<file path="src/rtl/profile_cache_counters.sv">
// Cache profiling counters: per-channel access/hit/miss-run statistics with
// manual or periodic snapshots and a registered snapshot read port.
module profile_cache_counters #(
  parameter int unsigned NUM_CH = 2,
  parameter int unsigned CNT_W  = 32,
  parameter int unsigned WINDOW = 0,
  localparam int unsigned CH_W  = (NUM_CH > 1) ? $clog2(NUM_CH) : 1
) (
  input  logic              clk,
  input  logic              rst,
  input  logic              en,
  input  logic [NUM_CH-1:0] ch_valid,
  input  logic [NUM_CH-1:0] ch_hit,
  input  logic              clear,
  input  logic              snap_req,
  input  logic              rd_en,
  input  logic [CH_W-1:0]   rd_ch,
  input  logic [1:0]        rd_sel,
  output logic [CNT_W-1:0]  rd_data,
  output logic              rd_valid,
  output logic              snap_done,
  output logic [NUM_CH-1:0] overflow
);

  localparam int unsigned WIN_W    = (WINDOW > 1) ? $clog2(WINDOW) : 1;
  localparam int unsigned WIN_LAST = (WINDOW > 0) ? WINDOW - 1 : 0;
  localparam logic [CNT_W-1:0] CNT_MAX = '1;

  logic [CNT_W-1:0] acc    [NUM_CH];
  logic [CNT_W-1:0] hits   [NUM_CH];
  logic [CNT_W-1:0] run    [NUM_CH];
  logic [CNT_W-1:0] maxrun [NUM_CH];
  logic [CNT_W-1:0] s_acc  [NUM_CH];
  logic [CNT_W-1:0] s_hits [NUM_CH];
  logic [CNT_W-1:0] s_max  [NUM_CH];

  logic [CNT_W-1:0] acc_c    [NUM_CH];
  logic [CNT_W-1:0] hits_c   [NUM_CH];
  logic [CNT_W-1:0] run_c    [NUM_CH];
  logic [CNT_W-1:0] maxrun_c [NUM_CH];
  logic [NUM_CH-1:0] sat_c;
  logic [WIN_W-1:0] win_cnt;
  logic auto_c;
  logic trig_c;
  logic [CNT_W-1:0] rd_mux_c;

  function automatic logic [CNT_W-1:0] sat_inc(input logic [CNT_W-1:0] v);
    return (v == CNT_MAX) ? v : v + CNT_W'(1);
  endfunction

  // Live counter values including this cycle's events, plus saturation flags
  always_comb begin
    for (int unsigned i = 0; i < NUM_CH; i++) begin
      acc_c[i]    = acc[i];
      hits_c[i]   = hits[i];
      run_c[i]    = run[i];
      maxrun_c[i] = maxrun[i];
      sat_c[i]    = 1'b0;
      if (en && ch_valid[i]) begin
        acc_c[i] = sat_inc(acc[i]);
        sat_c[i] = (acc[i] == CNT_MAX);
        if (ch_hit[i]) begin
          hits_c[i] = sat_inc(hits[i]);
          run_c[i]  = '0;
          sat_c[i]  = sat_c[i] | (hits[i] == CNT_MAX);
        end else begin
          run_c[i] = sat_inc(run[i]);
          sat_c[i] = sat_c[i] | (run[i] == CNT_MAX);
          if (run_c[i] > maxrun[i]) maxrun_c[i] = run_c[i];
        end
      end
    end
  end

  // Snapshot trigger: manual request or end of an enabled-cycle window
  always_comb begin
    auto_c = (WINDOW != 0) && en && (win_cnt == WIN_W'(WIN_LAST));
    trig_c = snap_req | auto_c;
  end

  // Read mux over the committed snapshot; out-of-range channels read zero
  always_comb begin
    rd_mux_c = '0;
    for (int unsigned i = 0; i < NUM_CH; i++) begin
      if (rd_ch == CH_W'(i)) begin
        case (rd_sel)
          2'd0:    rd_mux_c = s_acc[i];
          2'd1:    rd_mux_c = s_hits[i];
          2'd2:    rd_mux_c = s_max[i];
          default: rd_mux_c = (s_acc[i] >= s_hits[i]) ? s_acc[i] - s_hits[i] : '0;
        endcase
      end
    end
  end

  // Live counters, snapshot registers, window counter and sticky overflow
  always_ff @(posedge clk or posedge rst) begin
    if (rst) begin
      for (int unsigned i = 0; i < NUM_CH; i++) begin
        acc[i] <= '0; hits[i] <= '0; run[i] <= '0; maxrun[i] <= '0;
        s_acc[i] <= '0; s_hits[i] <= '0; s_max[i] <= '0;
      end
      win_cnt   <= '0;
      overflow  <= '0;
      snap_done <= 1'b0;
    end else if (clear) begin
      for (int unsigned i = 0; i < NUM_CH; i++) begin
        acc[i] <= '0; hits[i] <= '0; run[i] <= '0; maxrun[i] <= '0;
        s_acc[i] <= '0; s_hits[i] <= '0; s_max[i] <= '0;
      end
      win_cnt   <= '0;
      overflow  <= '0;
      snap_done <= 1'b0;
    end else begin
      overflow  <= overflow | sat_c;
      snap_done <= trig_c;
      if (trig_c) begin
        for (int unsigned i = 0; i < NUM_CH; i++) begin
          s_acc[i] <= acc_c[i];
          s_hits[i] <= hits_c[i];
          s_max[i] <= maxrun_c[i];
          acc[i] <= '0; hits[i] <= '0; run[i] <= '0; maxrun[i] <= '0;
        end
        win_cnt <= '0;
      end else begin
        for (int unsigned i = 0; i < NUM_CH; i++) begin
          acc[i]    <= acc_c[i];
          hits[i]   <= hits_c[i];
          run[i]    <= run_c[i];
          maxrun[i] <= maxrun_c[i];
        end
        if (en) win_cnt <= win_cnt + WIN_W'(1);
      end
    end
  end

  // Registered read port; data holds between reads and across clear
  always_ff @(posedge clk or posedge rst) begin
    if (rst) begin
      rd_data  <= '0;
      rd_valid <= 1'b0;
    end else if (clear) begin
      rd_valid <= 1'b0;
    end else begin
      rd_valid <= rd_en;
      if (rd_en) rd_data <= rd_mux_c;
    end
  end

endmodule

</file>
<file path="config.mk">
export PLATFORM = sky130hd
export DESIGN_NAME = profile_cache_counters
export DESIGN_NICKNAME = d
export VERILOG_FILES = /design/src/rtl/profile_cache_counters.sv
export SDC_FILE = /design/constraint.sdc
export NUM_CORES = 2
export LEC_CHECK = 0
export CORE_ASPECT_RATIO = 0.5
export CORE_MARGIN = 10
export CORE_UTILIZATION = 30
export CTS_BUF_LIST = sky130_fd_sc_hd__clkbuf_4 sky130_fd_sc_hd__clkbuf_8
export DETAILED_ROUTE_END_ITERATION = 7
export PLACE_DENSITY = 0.52
export RECOVER_POWER = 25
export SLEW_MARGIN = 20
export SYNTH_ARGS = -nofsm -noshare
export SYNTH_HDL_FRONTEND = slang
export SYNTH_SLANG_ARGS = --single-unit
</file>
<file path="constraint.sdc">
create_clock -name clk -period 25.6 [get_ports clk]
set_clock_uncertainty 0.1 [all_clocks]
set_input_delay 5.12 -clock clk [delete_from_list [all_inputs] [get_ports clk]]
set_output_delay 5.12 -clock clk [all_outputs]
set_load 0.01 [all_outputs]
</file>
# Word-level counts from Yosys, hierarchy flattened
# Cells that the tools add are included.
# classes
n_lt_le_gt_ge,4
muxes,48
n_reduce_logical,7
add_sub_neg,8
n_eq_ne,8
bitwise,6
# ops
operator,n
$mux W64,14
$mux W32,25
$add A32 B1 Y32 const B,6
$eq A32 B32 Y1 const B,6
$pmux W32 S3,2
$ge A32 B32 Y1,2
$gt A32 B32 Y1,2
$sub A32 B32 Y32,2
$mux W1,6
$reduce_bool A3 Y1,2
$or A1 B1 Y1,4
$eq A2 B1 Y1 const B,1
$eq A2 B2 Y1 const B,1
$logic_and A1 B1 Y1,2
$logic_not A2 Y1,1
$mux W2,1
$or A2 B2 Y2,1
$reduce_and A2 Y1,1
$reduce_bool A2 Y1,1
$not A1 Y1,1
# word_totals
ff_bits,484
output_inout_bits,36
word_cells,99
input_bits,13

# Logic depth before layout (Yosys ltp)
# depth
ltp_word,8
depth_mapped,21
mapped_depth_nobuf,18

# Worst setup path before layout
# OpenSTA, ideal clock, no wires.
# synth_timing
kind,input -> register
start,input ch_valid[1]
end,register s_hits[12] (netlist name)
n_path_buf,1
path_slack_ns,18.778
arrival_ns,6.584
required_ns,25.362
setup_ns,0.138
cell_stages,8
path_cell_list,and2_1 > clkbuf_1 > nand2_1 > nor2_1 > nand4_1 > nor4_1 > xnor2_1 > o22ai_1
# synth_between
elab_chain_cells,4
# synth_rtl
item,line,rtl
"start, declared",12,"input logic [NUM_CH-1:0] ch_valid,"
$logic_and A1 B1 Y1,59,if (en && ch_valid[i]) begin
$mux W32,59,
$mux W64,117,if (trig_c) begin
$mux W64,106,end else if (clear) begin
"end signal, assigned by index",120,s_hits[i] <= hits_c[i];
"end, declared",34,logic [CNT_W-1:0] s_hits [NUM_CH];
# No other way between the ends. The select of a mux whose other input is x is not followed.
# A chain may end at the register's enable or synchronous reset.

==> impl_metrics.yaml <==
outcome:
  status: "finished, violations left"
  violations: "max-capacitance violations, max-slew violations"
floorplanning:
  fp-row-count: 79
  die_w_um: 453.1
  io-pin-count: 49
  initial_core_util: 0.3024
  core_area_mm2: 0.09301
  fp.dieArea_mm2: 0.1072
  die_y_um: 236.5
logic_synthesis:
  netlist_area_mm2: 0.02813
  ys_types: 81
  ys_warn_count: 0
  synth_seq_cells: 484
  avgSynthCellArea_um2: 9.092
  synth_ff_type: "dfrtp_1"
  synth_nets: 3243
  synth-seq-area-share: 0.4305
  async_flop_share: 1.000
  syn_inst: 3094
  synth_edf_count: 0
clock_network:
  cts_root_buffer: "clkbuf_8"
  path_clk_slew_ps: 60
  ctsResizeCount: 0
  clock_latency_ps: 710
  cts_setup_buffers: 0
  cts_hold_buf: 0
  numClockSinks: 484
  h-tree-depth: 3
  cts_tree: "built"
  cts_buffer_depth: 3
  cts_buffers: 83
sta:
  tightest_slew_ps: 5905
  hold_viol: 0
  fin_crit_sh: 0.4596
  fin_setup_tns_ps: 0
  period_needed_ps: 11770
  slew_headroom: -2.958
  slew_viol_final: 358
  setup_violations: 0
  fmax_mhz: 84.99
  rsz0062_at_grt: "no"
power_and_ir_drop:
  p_per_area_mw_per_mm2: 56.83
  power.switching_uw: 507.2
  leakage_uw: 0.01366
  finalPower_uw: 1793
  max-vdd-ir-drop_uv: 28.77
  sw_frac_of_total: 0.2828
  seqPwrFrac: 0.446
  pwr-share-comb: 0.126
  p_int_uw: 1286
  pwr-share-clk: 0.428
flow_run:
  drv_cap: 6
worst_setup_path:
  critPathLaunch: "rst"
  setup.worst_path.start_class: "input pin"
  r2r_cells: 17
  crit_required_ps: 26200
  arrival_ps: 12370
  worst_r2r_endpoint: "s_max[32]"
  crit_path_end: "s_acc[46]"
  path_max_fanout: 128
  critPathKind: "input pin to async pin"
  timing.rr.start: "run[42]"
  r2r_slack_ps: 19320
  worst_setup_path_end_kind: "async pin"
global_routing:
  antenna_found_initial: 1
  overflow: 0
  grt_pass1_vias: 22740
  grt_usage: 0.1564
  grt_max_degree: 129
  grt_pass1_wl_mm: 134.7
layout:
  final_util: 0.3392
  area_growth_pct: 12.16
  stdcell_area_mm2: 0.03155
  nets: 3246
  drive_gt1_frac: 0.07023
detailed_routing:
  routed_wire_length_per_instance_um: 19.21
  drtIter0Drc: 1485
  dr_wl_met2_mm: 39.75
  vias: 22540
  maxUsedRoutingLayer: "met4"
  drt_wl_total_mm: 84.83
  viasPerCell: 5.103
  ant_nets: 0
  route.met3.wl_mm: 3.056
  firstDrtPassIters: 5
  met1_length_mm: 39.53
  drcViolationCount: 0
placed_design:
  place_congestion: 0.8736
  numPortBuffers: 48
  place_hpwl_mm: 60.75
  dpl_cell_area_mm2: 0.02980
worst_hold_path:
  min_path_type: "register to register"
  min_path_cells: 2
[critical path: stages]
cell and delay (ps):
dlygate4sd3_1 550, clkinvlp_2 3270, clkbuf_1 2310, buf_4 1010
[power groups by stage]
stage	clock, uW	combinational, uW	sequential [uW]
after detailed placement	0	227	813
after global routing	824	250	800
after CTS	787	228	800
after floorplan	0	150	807
final	768	226	799
after global placement	0	226	813
[layout by cell type, fill, tap and decap left out, drive strengths merged, types with 29 or more instances in the layout]
master         instances
o21ai                157
ha                   134
clkdlybuf4s50         41
clkbuf               136
o31ai                 38
nor2                 417
a21oi                181
inv                  171
nand3                102
mux2i                126
a22o                  46
nor3                  37
xnor2                123
nand2                261
nand4                 66
and3                  53
a211oi               108
dfrtp                484
and4                  29
xor2                 112
a21o                  46
[cells in the mapped netlist (all sizes together), types with 9 or more instances]
master,instances,area (um^2)
inv,168,630.6
and4,29,259.0
xnor2,123,1077
a22o,46,402.9
a31oi,17,106.4
nand2b,17,106.4
a21oi,181,913.4
or2,9,56.30
and2,15,93.84
and3,53,331.6
nand2,261,982.2
mux2i,126,1261
buf,27,153.9
nor3,37,190.2
nand4,66,434.2
o21ai,157,785.8
or3,9,56.30
nor2,417,1565
nand3,102,510.5
o211ai,27,202.7
dfrtp,484,12110
a211oi,108,810.8
o311ai,15,131.4
nor4,18,155.1
o21a,13,97.59
xor2,112,980.9
clkbuf,133,501.7
o31ai,38,285.3
a21o,46,345.3
nor2b,14,90.09
o22ai,25,156.4
ha,134,1677
[registers in the layout, indices dropped and copies added (netlist names)]
signal,flops
acc,64
hits,64
maxrun,64
overflow,2
rd_data,32
rd_valid,1
run,64
s_acc,64
s_hits,64
s_max,64
snap_done,1
[stage by stage]
stage	worst slack, ps	hold WS [ps]	cells
2_1_floorplan	6874	349.7	3094
3_3_place_gp	16430	369.2	4267
3_5_place_dp	16430	375.4	4267
4_1_cts	17210	388.0	4416
5_1_grt	12260	406.7	4417
6_report	13830	383.7	4417
[kinds of logic after synthesis]
logic type | share of synthesized area
simple gates | 0.1760
compound gates | 0.1655
flops | 0.4305
buf+inv | 0.04572
xor+xnor | 0.07317
fa+ha+maj | 0.06102
mux | 0.04804
[area by class of cell]
| class | instances | area [um^2] |
|---|---|---|
| Tap cell | 1255 | 1570 |
| Multi-Input combinational cell | 2282 | 14770 |
| Clock buffer | 128 | 1612 |
| Clock inverter | 21 | 188.9 |
| Fill cell | 9645 | 61460 |
| Inverter | 168 | 631.9 |
| Timing Repair Buffer | 78 | 661.9 |
| Antenna cell | 1 | 2.502 |
| Sequential cell | 484 | 12110 |
[per-layer routing]
layer / global-route usage / vias to the layer above
met5: 0 / -
met4: 0.05194 / 0
met3: 0.02072 / 128
met2: 0.2577 / 408
met1: 0.2104 / 11060
li1: - / 10940
[worst min-delay path by stage]
stage	startpoint	endpoint	slack [ps]
after floorplan	s_max[10]	s_max[10]	350
after global placement	s_max[26]	s_max[26]	370
after detailed placement	s_max[8]	s_max[8]	380
after CTS	s_max[8]	s_max[8]	390
after global routing	s_max[5]	s_max[5]	410
final	s_max[8]	s_max[8]	380
Power figures use the tool's default switching activity.
